`config.mk`:
```
export PLATFORM = sky130hd
export DESIGN_NAME = playseq_unidade_controle
export DESIGN_NICKNAME = d
export VERILOG_FILES = /design/src/rtl/playseq_unidade_controle.sv
export SDC_FILE = /design/constraint.sdc
export NUM_CORES = 1
export LEC_CHECK = 0
export BUFFER_PORTS_ARGS = -buffer_cell sky130_fd_sc_hd__buf_2
export CORE_ASPECT_RATIO = 1.75
export CORE_MARGIN = 5
export CORE_UTILIZATION = 44
export CTS_BUF_LIST = sky130_fd_sc_hd__clkbuf_16
export CTS_CLUSTER_DIAMETER = 120
export CTS_CLUSTER_SIZE = 16
export DETAILED_ROUTE_END_ITERATION = 16
export HOLD_SLACK_MARGIN = 0.12
export PLACE_DENSITY = 0.77
export SKIP_CTS_REPAIR_TIMING = 1
export SLEW_MARGIN = 20
export SYNTH_ARGS = -nofsm -noshare
export SYNTH_HDL_FRONTEND = slang
export SYNTH_SLANG_ARGS = --single-unit
```
`constraint.sdc`:
```
create_clock -name clock -period 1.8 [get_ports clock]
set_input_delay 0.36 -clock clock [delete_from_list [all_inputs] [get_ports clock]]
set_output_delay 0.36 -clock clock [all_outputs]
set_load 0.01 [all_outputs]
```
`src/rtl/playseq_unidade_controle.sv`:
```
// playseq_unidade_controle: Moore FSM that sequences the PlaySeq datapath through preview, readback, recording and round counting
module playseq_unidade_controle (
  input  logic       clock,
  input  logic       reset,
  input  logic       iniciar,
  input  logic       igual,
  input  logic       enderecoIgualSequencia,
  input  logic       fimS,
  input  logic       tem_jogada,
  input  logic       controle_timeout,
  input  logic       controle_timeout_led,
  input  logic       pare,
  input  logic       vai_escrever,
  output logic       zeraE,
  output logic       contaE,
  output logic       zeraS,
  output logic       carregaS,
  output logic       contaS,
  output logic       zeraR,
  output logic       registraR,
  output logic       zeraT,
  output logic       contaT,
  output logic       zeraT_leds,
  output logic       contaT_leds,
  output logic       zeraJ,
  output logic       contaJ,
  output logic       controla_leds,
  output logic       fase_preview,
  output logic       ram_escreve,
  output logic       pronto,
  output logic       acertou,
  output logic       errou,
  output logic       timeout,
  output logic [4:0] db_estado
);
  typedef enum logic [4:0] {
    inicial           = 5'h00,
    preparacao        = 5'h01,
    carrega           = 5'h02,
    inicia_rodada     = 5'h03,
    mostra_led        = 5'h04,
    zera_led          = 5'h05,
    apaga_led         = 5'h06,
    proximo_led       = 5'h07,
    inicia_jogadas    = 5'h08,
    espera_jogada     = 5'h09,
    registra          = 5'h0A,
    compara           = 5'h0B,
    proximo_endereco  = 5'h0C,
    proxima_sequencia = 5'h0D,
    prepara_escrita   = 5'h0E,
    espera_escrita    = 5'h0F,
    registra_escrita  = 5'h10,
    grava             = 5'h11,
    fim_rodada        = 5'h12,
    verifica_rodada   = 5'h13,
    fim_acertou       = 5'h14,
    fim_errou         = 5'h15,
    fim_timeout       = 5'h16
  } state_t;
  localparam logic [19:0] m_ze  = 20'h80000;
  localparam logic [19:0] m_ce  = 20'h40000;
  localparam logic [19:0] m_zs  = 20'h20000;
  localparam logic [19:0] m_cgs = 20'h10000;
  localparam logic [19:0] m_cs  = 20'h08000;
  localparam logic [19:0] m_zr  = 20'h04000;
  localparam logic [19:0] m_rr  = 20'h02000;
  localparam logic [19:0] m_zt  = 20'h01000;
  localparam logic [19:0] m_ct  = 20'h00800;
  localparam logic [19:0] m_ztl = 20'h00400;
  localparam logic [19:0] m_ctl = 20'h00200;
  localparam logic [19:0] m_zj  = 20'h00100;
  localparam logic [19:0] m_cj  = 20'h00080;
  localparam logic [19:0] m_led = 20'h00040;
  localparam logic [19:0] m_fp  = 20'h00020;
  localparam logic [19:0] m_ram = 20'h00010;
  localparam logic [19:0] m_pr  = 20'h00008;
  localparam logic [19:0] m_ac  = 20'h00004;
  localparam logic [19:0] m_er  = 20'h00002;
  localparam logic [19:0] m_to  = 20'h00001;
  state_t      state, nxt;
  logic [19:0] out_q;
  function automatic logic [19:0] decode(input state_t s);
    case (s)
      preparacao:        return m_ze | m_zs | m_zr | m_zt | m_ztl | m_zj;
      carrega:           return m_cgs;
      inicia_rodada:     return m_ze | m_ztl | m_fp;
      mostra_led:        return m_fp | m_led | m_ctl;
      zera_led:          return m_fp | m_ztl;
      apaga_led:         return m_fp | m_ctl;
      proximo_led:       return m_fp | m_ce | m_ztl;
      inicia_jogadas:    return m_ze | m_zt;
      espera_jogada:     return m_ct;
      registra:          return m_rr | m_zt;
      proximo_endereco:  return m_ce;
      proxima_sequencia: return m_cs;
      prepara_escrita:   return m_ce | m_zt;
      espera_escrita:    return m_ct;
      registra_escrita:  return m_rr;
      grava:             return m_ram;
      fim_rodada:        return m_cj;
      fim_acertou:       return m_pr | m_ac;
      fim_errou:         return m_pr | m_er;
      fim_timeout:       return m_pr | m_to;
      default:           return '0;
    endcase
  endfunction
  // next-state selection from the current state and datapath status
  always_comb begin
    nxt = inicial;
    case (state)
      inicial:           nxt = iniciar ? preparacao : inicial;
      preparacao:        nxt = carrega;
      carrega:           nxt = inicia_rodada;
      inicia_rodada:     nxt = mostra_led;
      mostra_led:        nxt = controle_timeout_led ? zera_led : mostra_led;
      zera_led:          nxt = apaga_led;
      apaga_led:         nxt = !controle_timeout_led ? apaga_led : enderecoIgualSequencia ? inicia_jogadas : proximo_led;
      proximo_led:       nxt = mostra_led;
      inicia_jogadas:    nxt = espera_jogada;
      espera_jogada:     nxt = tem_jogada ? registra : controle_timeout ? fim_timeout : espera_jogada;
      registra:          nxt = compara;
      compara:           nxt = !igual ? fim_errou : !enderecoIgualSequencia ? proximo_endereco : fimS ? fim_rodada : vai_escrever ? prepara_escrita : proxima_sequencia;
      proximo_endereco:  nxt = espera_jogada;
      proxima_sequencia: nxt = inicia_rodada;
      prepara_escrita:   nxt = espera_escrita;
      espera_escrita:    nxt = tem_jogada ? registra_escrita : controle_timeout ? fim_timeout : espera_escrita;
      registra_escrita:  nxt = grava;
      grava:             nxt = proxima_sequencia;
      fim_rodada:        nxt = verifica_rodada;
      verifica_rodada:   nxt = pare ? fim_acertou : carrega;
      fim_acertou,
      fim_errou,
      fim_timeout:       nxt = iniciar ? preparacao : state;
      default:           nxt = inicial;
    endcase
  end
  // state register with outputs registered as the decode of the incoming state
  always_ff @(posedge clock) begin
    if (!reset) begin
      state <= inicial;
      out_q <= '0;
    end else begin
      state <= nxt;
      out_q <= decode(nxt);
    end
  end
  assign {zeraE, contaE, zeraS, carregaS, contaS, zeraR, registraR, zeraT, contaT, zeraT_leds,
          contaT_leds, zeraJ, contaJ, controla_leds, fase_preview, ram_escreve, pronto, acertou,
          errou, timeout} = out_q;
  assign db_estado = state;
endmodule

```
# Word-level counts from Yosys, hierarchy flattened
# Memory sizes are Yosys's and may differ from the RTL's. A register that Yosys moved wholly into a read port is not among the register bits.
# Index checks and enable logic that the tools add are counted.
# W data, S select, Z words.
[word_totals] in_bits=11 register_bits=5 romBits=640 memories=1
[op_classes] mux=15 reduce_logical=6 eq_ne=22
[mem_list] name="(name not given)" depth=32 word_bits=20 rd=1 rd_ports_with_merged_regs=1 write_ports=0 line="84" text="case (s)"
[ops] cell="$pmux W5 S18" n=1
[ops] cell="$mux W5" n=9
[ops] cell="$eq A5 B4 Y1 const B" n=8
[ops] cell="$eq A5 B5 Y1 const B" n=7
[ops] cell="$eq A5 B3 Y1 const B" n=4
[ops] cell="$eq A5 B2 Y1 const B" n=2
[ops] cell="$mux W4" n=2
[ops] cell="$reduce_or A2 Y1" n=3
[ops] cell="$eq A5 B1 Y1 const B" n=1
[ops] cell="$logic_not A5 Y1" n=1
[ops] cell="$reduce_or A3 Y1" n=1
[ops] cell="$mux W1" n=2
[ops] cell="$mux W2" n=1
[ops] cell="$logic_not A1 Y1" n=1

# Longest topological paths before layout
# Gate-level depths: netlist (run 1).
[depth] depth_word=5 mapped_depth=8 depth_no_buf=7

# Least setup slack after synthesis (run 1)
# No wires, ideal clock.
[synth_timing] kind="reg2reg" start="reg state[2], in the netlist db_estado[2]" end="reg out_q[13]" arrival_ps=1774 setup_ps=116 period_less_slack_ps=1891 n_path_buf=2 path_slack_ps=-91 path_stages_with_launch=8 required_time_ps=1684 path_cell_list="dfxtp_1 > buf_4 > buf_2 > a21oi_1 > a31o_2 > a221oi_1 > mux2i_1 > and4_1"
[synth_between] elab_chain_len=3 elab_cells_between_ends=29
[synth_lines] item="start: declaration" line="81" text="state_t state, nxt;"
[synth_lines] item="start signal: assignment" line="141" text="state <= inicial;"
[synth_lines] item="start signal: assignment" line="144" text="state <= nxt;"
[synth_lines] item="$eq A5 B5 Y1, or another cell as far along" line="111" text="case (state)"
[synth_lines] item="$reduce_or A3 Y1 or $reduce_or A2 Y1 (tied branches)"
[synth_lines] item="$pmux W5 S18 *" line="111"
[synth_lines] item="end: declaration" line="82" text="logic [19:0] out_q;"
# Every way passes the cells marked *; elsewhere a longest branch is shown, timed or not.
# A chain may end at the register's enable or synchronous reset.

# Worst setup path after layout (run 1)
[layout_timing] start="reg state[1], in the netlist db_estado[1]" end="reg out_q[5]"
# Same word-level chain as after synthesis.

==> results of run 1 <==
## routing by layer
| metal | share of wire [%] | vias up | track usage (%) |
|---|---|---|---|
| met5 | 0 | - | 0 |
| met1 | 30 | 753 | 17.9 |
| li1 | - | 717 | - |
| met4 | 6.6 | 0 | 11.5 |
| met3 | 6.7 | 34 | 2.94 |
| met2 | 57 | 92 | 42.8 |
## cell usage in the layout (no fill, tap or decap), types with 2 or more instances in the layout
cell	count
a211oi_1	2
a211oi_2	2
a21oi_1	5
a21oi_2	2
a31oi_1	3
and4_1	3
buf_2	35
buf_4	43
buf_6	9
clkbuf_16	3
dfxtp_1	18
dfxtp_4	5
inv_1	7
nand2_1	10
nand2b_1	6
nand2b_4	3
nand3b_1	2
nor2_1	12
nor2_2	5
nor2b_1	2
nor3_1	2
nor3_2	4
nor3_4	2
nor3b_1	2
o211ai_1	2
o21bai_1	2
or3b_4	2
## through the flow
step,std cells,power [uW]
floorplan,149,946
global placement,248,1220
detailed placement,248,1230
CTS,252,1690
global route,259,1980
finish,259,1890
## power groups by stage
stage | Combinational (uW) | Clock [uW] | Sequential [uW]
after floorplan | 332 | 0 | 615
after global placement | 608 | 0 | 607
after detailed placement | 622 | 0 | 610
after CTS | 630 | 457 | 599
after global routing | 887 | 487 | 603
final | 832 | 461 | 599
## flip-flops by register name (all words and copies together) (netlist names)
signal,flops
out_q,18
db_estado,5
## logic make-up after synthesis
kind of cell,synth area share [%]
buffers and inverters,8.05
flip-flops,36.1
AND/OR/NAND/NOR,31.9
AO/OA/AOI/OAI,23.1
multiplexers,0.786
## critical path: cells and delay by family (launching register included)
family	cells	cell delay [ns]
flip-flops	1	0.37
AND/OR/NAND/NOR	2	0.64
AO/OA/AOI/OAI	3	0.45
buffers and inverters	3	0.39
## final timing paths
check	to	cells after the start	from	slack [ns]
worst min-delay path	out_q[15]	3	reset	0.47
worst max-delay path	out_q[5]	8	db_estado[1]	-0.16
worst max register to register	out_q[5]	8	db_estado[1]	-0.16
worst min register to register	db_estado[1]	3	db_estado[0]	0.82
## layout make-up
class                           count  area, sq um  share of cell area [%]
Sequential cell                    23          479                    21.9
Multi-Input combinational cell    110          948                    43.4
Tap cell                           28         35.0                    1.60
Inverter                            6         22.5                    1.03
Clock buffer                        3         75.1                    3.44
Clock inverter                      1         3.75                   0.172
Timing Repair Buffer               88          619                    28.4
==> results.py, run 1 <==
metrics = {
    "die": {
        "initial_core_util_pct": 44.5,
        "fp.dieH_um": 81.2,
        "io_pins": 36,
        "coreArea_sq_um": 2860,
        "die-width_um": 50.7,
        "dieArea_sq_um": 4110,
        "rows": 26,
    },
    "setup_path": {
        "crit_chain": "nand2_4, buf_6, a21oi_2, or4_4, a211oi_4, buf_4, buf_4, a21oi_1",
        "critPathKind": "register to register",
        "worstSetupEndpointType": "register",
        "cp_slowest_cell": "or4_4",
        "cpPeakStageDelay_ns": 0.55,
        "critical_path.most_common_cell": "buf_4",
        "cp_max_fo": 6,
        "critPathRequiredTime_ns": 1.94,
        "cp-start-kind": "register",
        "worstPathArrival_ns": 2.11,
    },
    "synthesis": {
        "yosys_most_used_dff": "dfxtp_1",
        "syn_nets": 160,
        "synth_warnings": 0,
        "async_flop_share_pct": 0,
        "syn_area_per_cell_sq_um": 8.55,
        "yosysUniqueCellTypes": 51,
        "synth_common_cells": "23 x dfxtp_1, 17 x nor2_1, 11 x nand2_1",
        "netlist_instances": 149,
        "ys_seq_area_share_pct": 36.1,
        "synth_area_leader_cell": "dfxtp_1",
        "synth.top_cell.area_share_pct": 36.1,
        "synthTopCellsByArea": "dfxtp_1 36%, nor2_1 5.0%, nand2b_1 4.4%, nand2_1 3.2%, nor3_1 3.1%",
        "yosys_register_bits": 23,
        "netlist_area_sq_um": 1270,
        "post-synth-top-count-cell": "dfxtp_1",
        "synth_edf_count": 0,
    },
    "cells_and_area": {
        "fillerInstances": 188,
        "diodes": 0,
        "utilization_pct": 76.3,
        "syn2layout_area_growth_pct": 71.4,
        "layout.nets": 243,
        "final_design_area_no_fill_sq_um": 2180,
        "drive_gt1_share_pct": 59.7,
    },
    "clocking": {
        "cts_tree": "done",
        "cts.path.max_buffers": 2,
        "clock_sinks": 23,
        "root_buffer": "clkbuf_16",
        "h-tree-depth": 1,
        "clk_latency_ns": 0.25,
        "cts_buffers": 3,
        "clk_pin_slew_worst_paths_ns": 0.06,
    },
    "sta": {
        "max_freq_mhz": 509,
        "totalNegativeSetupSlack_ns": -1.73,
        "whs_ns": 0.468,
        "setup-violations-final": 20,
        "hold_viol_final": 0,
        "rsz0062_at_grt": "yes",
        "worst_slew_pin_slew_ns": 0.487,
        "slew_viol_final": 0,
        "worst_slack_ns": -0.164,
        "fin_crit_ns": 1.96,
        "skew_ns": 0.00155,
        "finalCritPeriodShare_pct": 109,
        "slew_headroom_pct": 67.4,
    },
    "placed_design": {
        "dp_slack_ns": -0.237,
        "port-buffer-count": 35,
        "place_area_sq_um": 1790,
        "gp_congestion": 0.917,
        "hpwl_mm": 3.29,
    },
    "pwr": {
        "p_leak_uw": 0.000988,
        "p_seq_share_pct": 31.6,
        "p_int_uw": 1270,
        "clock_power_share_pct": 24.3,
        "p_per_area_nw_per_um2": 866,
        "vdd_drop_max_mv": 0.641,
        "switching_share_pct": 33.0,
        "combPwrFrac_pct": 44.0,
        "switchingPower_uw": 623,
    },
    "status": {
        "violations": "setup timing",
        "outcome": "finished, violations left",
    },
    "detailed_routing": {
        "vias": 1596,
        "drcViolationCount": 0,
        "drt-vias-per-instance": 6.16,
        "antenna_left": 0,
        "avgRoutedWirePerCell_um": 19.5,
        "routed_wl_mm": 5.05,
        "drtIter0Drc": 73,
        "drtPass1Iterations": 4,
    },
    "global_route": {
        "grt_usage_pct": 20.9,
        "grt_pass1_vias": 1456,
        "antenna_found_initial": 0,
        "grt_pass1_wl_mm": 6.63,
        "grt_max_degree": 14,
        "grt.overflow.total": 0,
    },
    "min_path": {
        "hold_path_class": "primary input to register",
    },
    "job": {
        "drv_cap": 0,
    },
}
Power figures use the tool's default switching activity.
==> run 2: changes to the inputs <==
--- a/config.mk
+++ b/config.mk
@@ -6,15 +6,17 @@
 export NUM_CORES = 1
 export LEC_CHECK = 0
 export BUFFER_PORTS_ARGS = -buffer_cell sky130_fd_sc_hd__buf_2
+export CELL_PAD_IN_SITES_DETAIL_PLACEMENT = 0
+export CELL_PAD_IN_SITES_GLOBAL_PLACEMENT = 2
 export CORE_ASPECT_RATIO = 1.75
 export CORE_MARGIN = 5
-export CORE_UTILIZATION = 44
+export CORE_UTILIZATION = 26
 export CTS_BUF_LIST = sky130_fd_sc_hd__clkbuf_16
 export CTS_CLUSTER_DIAMETER = 120
 export CTS_CLUSTER_SIZE = 16
 export DETAILED_ROUTE_END_ITERATION = 16
 export HOLD_SLACK_MARGIN = 0.12
-export PLACE_DENSITY = 0.77
+export PLACE_DENSITY = 0.78
 export SKIP_CTS_REPAIR_TIMING = 1
 export SLEW_MARGIN = 20
 export SYNTH_ARGS = -nofsm -noshare
==> run 2 against run 1 <==
Against the previous run: utilization decreased by 29 points; register-to-register slack improved by 0.04 ns; global-route usage decreased by 8.1 points; wire length decreased by 9.1%; sequential power about the same; largest power group unchanged; sequential share of layout area decreased by 0.38 points; the flow still finishes with violations (setup timing); critical path type unchanged; largest cell class unchanged; combinational power decreased by 2%; highest routed layer unchanged; count of clock-buffer cells in the layout unchanged; critical path depth unchanged.
==> results.py, run 2 (synthesized netlist as in run 1, its figures left out) <==
metrics = {
    "status": {
        "violations": "setup timing",
        "outcome": "finished, violations left",
    },
    "setup_path": {
        "critPathRequiredTime_ns": 1.94,
        "worstSetupEndpointType": "register",
        "worstPathArrival_ns": 2.06,
        "critPathKind": "register to register",
        "cp-start-kind": "register",
        "cp_max_fo": 6,
    },
    "die": {
        "rows": 33,
        "io_pins": 36,
        "initial_core_util_pct": 27.1,
        "die-width_um": 62.9,
        "dieArea_sq_um": 6450,
        "coreArea_sq_um": 4710,
        "fp.dieH_um": 103,
    },
    "placed_design": {
        "gp_congestion": 0.889,
        "dp_slack_ns": -0.266,
        "dp_cells": 273,
        "hpwl_mm": 3.36,
        "port-buffer-count": 35,
    },
    "cells_and_area": {
        "drive_gt1_share_pct": 61.3,
        "largest_reg_flops": 18,
        "layout.nets": 255,
        "multi_input_area_sq_um": 886,
        "register_area_sq_um": 479,
        "stdcell_count": 295,
        "layout.cells.most_common_list": "56 x buf_4, 36 x buf_2, 18 x dfxtp_1",
        "syn2layout_area_growth_pct": 74.5,
        "top_register": "out_q",
        "diodes": 0,
        "final_common_cell": "buf_4",
        "fillerInstances": 461,
    },
    "sta": {
        "skew_ns": 0.00174,
        "hold_viol_final": 0,
        "worst_slack_ns": -0.121,
        "worst_slew_pin_slew_ns": 0.377,
        "fin_crit_ns": 1.92,
        "slew_headroom_pct": 74.9,
        "setup-violations-final": 17,
        "rsz0062_at_grt": "yes",
        "slew_viol_final": 0,
        "finalCritPeriodShare_pct": 107,
        "whs_ns": 0.424,
        "max_freq_mhz": 521,
    },
    "clocking": {
        "clk_latency_ns": 0.25,
        "h-tree-depth": 1,
        "clk_pin_slew_worst_paths_ns": 0.06,
        "clock_sinks": 23,
        "root_buffer": "clkbuf_16",
        "cts_tree": "done",
        "cts_buffers": 3,
        "cts.path.max_buffers": 2,
    },
    "detailed_routing": {
        "drcViolationCount": 0,
        "drtIter0Drc": 60,
        "drt-vias-per-instance": 5.13,
        "antenna_left": 0,
        "avgRoutedWirePerCell_um": 15.5,
        "drtPass1Iterations": 4,
        "routed_wl_mm": 4.59,
        "vias": 1512,
    },
    "pwr": {
        "p_leak_uw": 0.00103,
        "power_uw": 1860,
        "p_per_area_nw_per_um2": 839,
        "vdd_drop_max_mv": 0.867,
    },
    "min_path": {
        "hold_path_class": "primary input to register",
    },
    "global_route": {
        "grt_max_degree": 13,
        "antenna_found_initial": 0,
        "grt_usage_pct": 12.8,
        "grt_pass1_vias": 1449,
        "grt_pass1_wl_mm": 6.70,
        "grt.overflow.total": 0,
    },
    "job": {
        "drv_cap": 0,
    },
}
run 2: changes by cell type in the layout (fill, tap and decap cells not counted), sizes merged:
| cell | previous run | this run |
|---|---|---|
| buf | 88 | 100 |
| nand3 | 3 | 4 |
| a211oi | 5 | 4 |
run 2: worst paths after layout:
path	start	end	slack, ns	depth (start not counted)
worst max-delay path	db_estado[1]	out_q[5]	-0.12	8
worst min-delay path	reset	out_q[15]	0.42	3
worst max register to register	db_estado[1]	out_q[5]	-0.12	8
worst min register to register	db_estado[4]	db_estado[1]	0.75	2
run 2: stage by stage:
step / setup TNS, ns / area (sq um) / util (%)
after floorplan: -0.00620 / 1310 / -
after global placement: -2.62 / 1810 / 38.5
after detailed placement: -3.10 / 1810 / 38.5
after CTS: -3.13 / 1890 / 40.2
after global routing: -2.51 / 2220 / 47.2
final: -1.19 / 2220 / 47.2
run 2: routing by layer:
metal	share of wire, %	up-vias	wire, um	GRT usage (%)
li1	-	734	-	-
met1	39	715	1770	13.1
met2	53	52	2420	25.2
met3	5.5	11	251	2.18
met4	3.0	0	139	5.07
met5	0	-	0	0
run 2: cell type report:
class                           instances  share of cell area (%)
Multi-Input combinational cell        110                    39.9
Timing Repair Buffer                  100                    31.1
Sequential cell                        23                    21.6
Clock buffer                            3                    3.38
Tap cell                               52                    2.93
Inverter                                6                    1.01
Clock inverter                          1                   0.169
run 2: worst max-delay path: stages, from the launching register on:
cell and delay (ns):
dfxtp_4 0.38, buf_6 0.12, nand2b_4 0.06, nor2_2 0.05, or4_4 0.49, a211oi_4 0.28
buf_2 0.21, buf_4 0.14, a21oi_1 0.06
run 2: report_power, final:
group | switching, uW | internal (uW) | leakage [uW]
combinational | 392 | 423 | 0.000798
sequential | 41.1 | 556 | 0.000190
clock | 158 | 295 | 0.0000423
total | 591 | 1270 | 0.00103
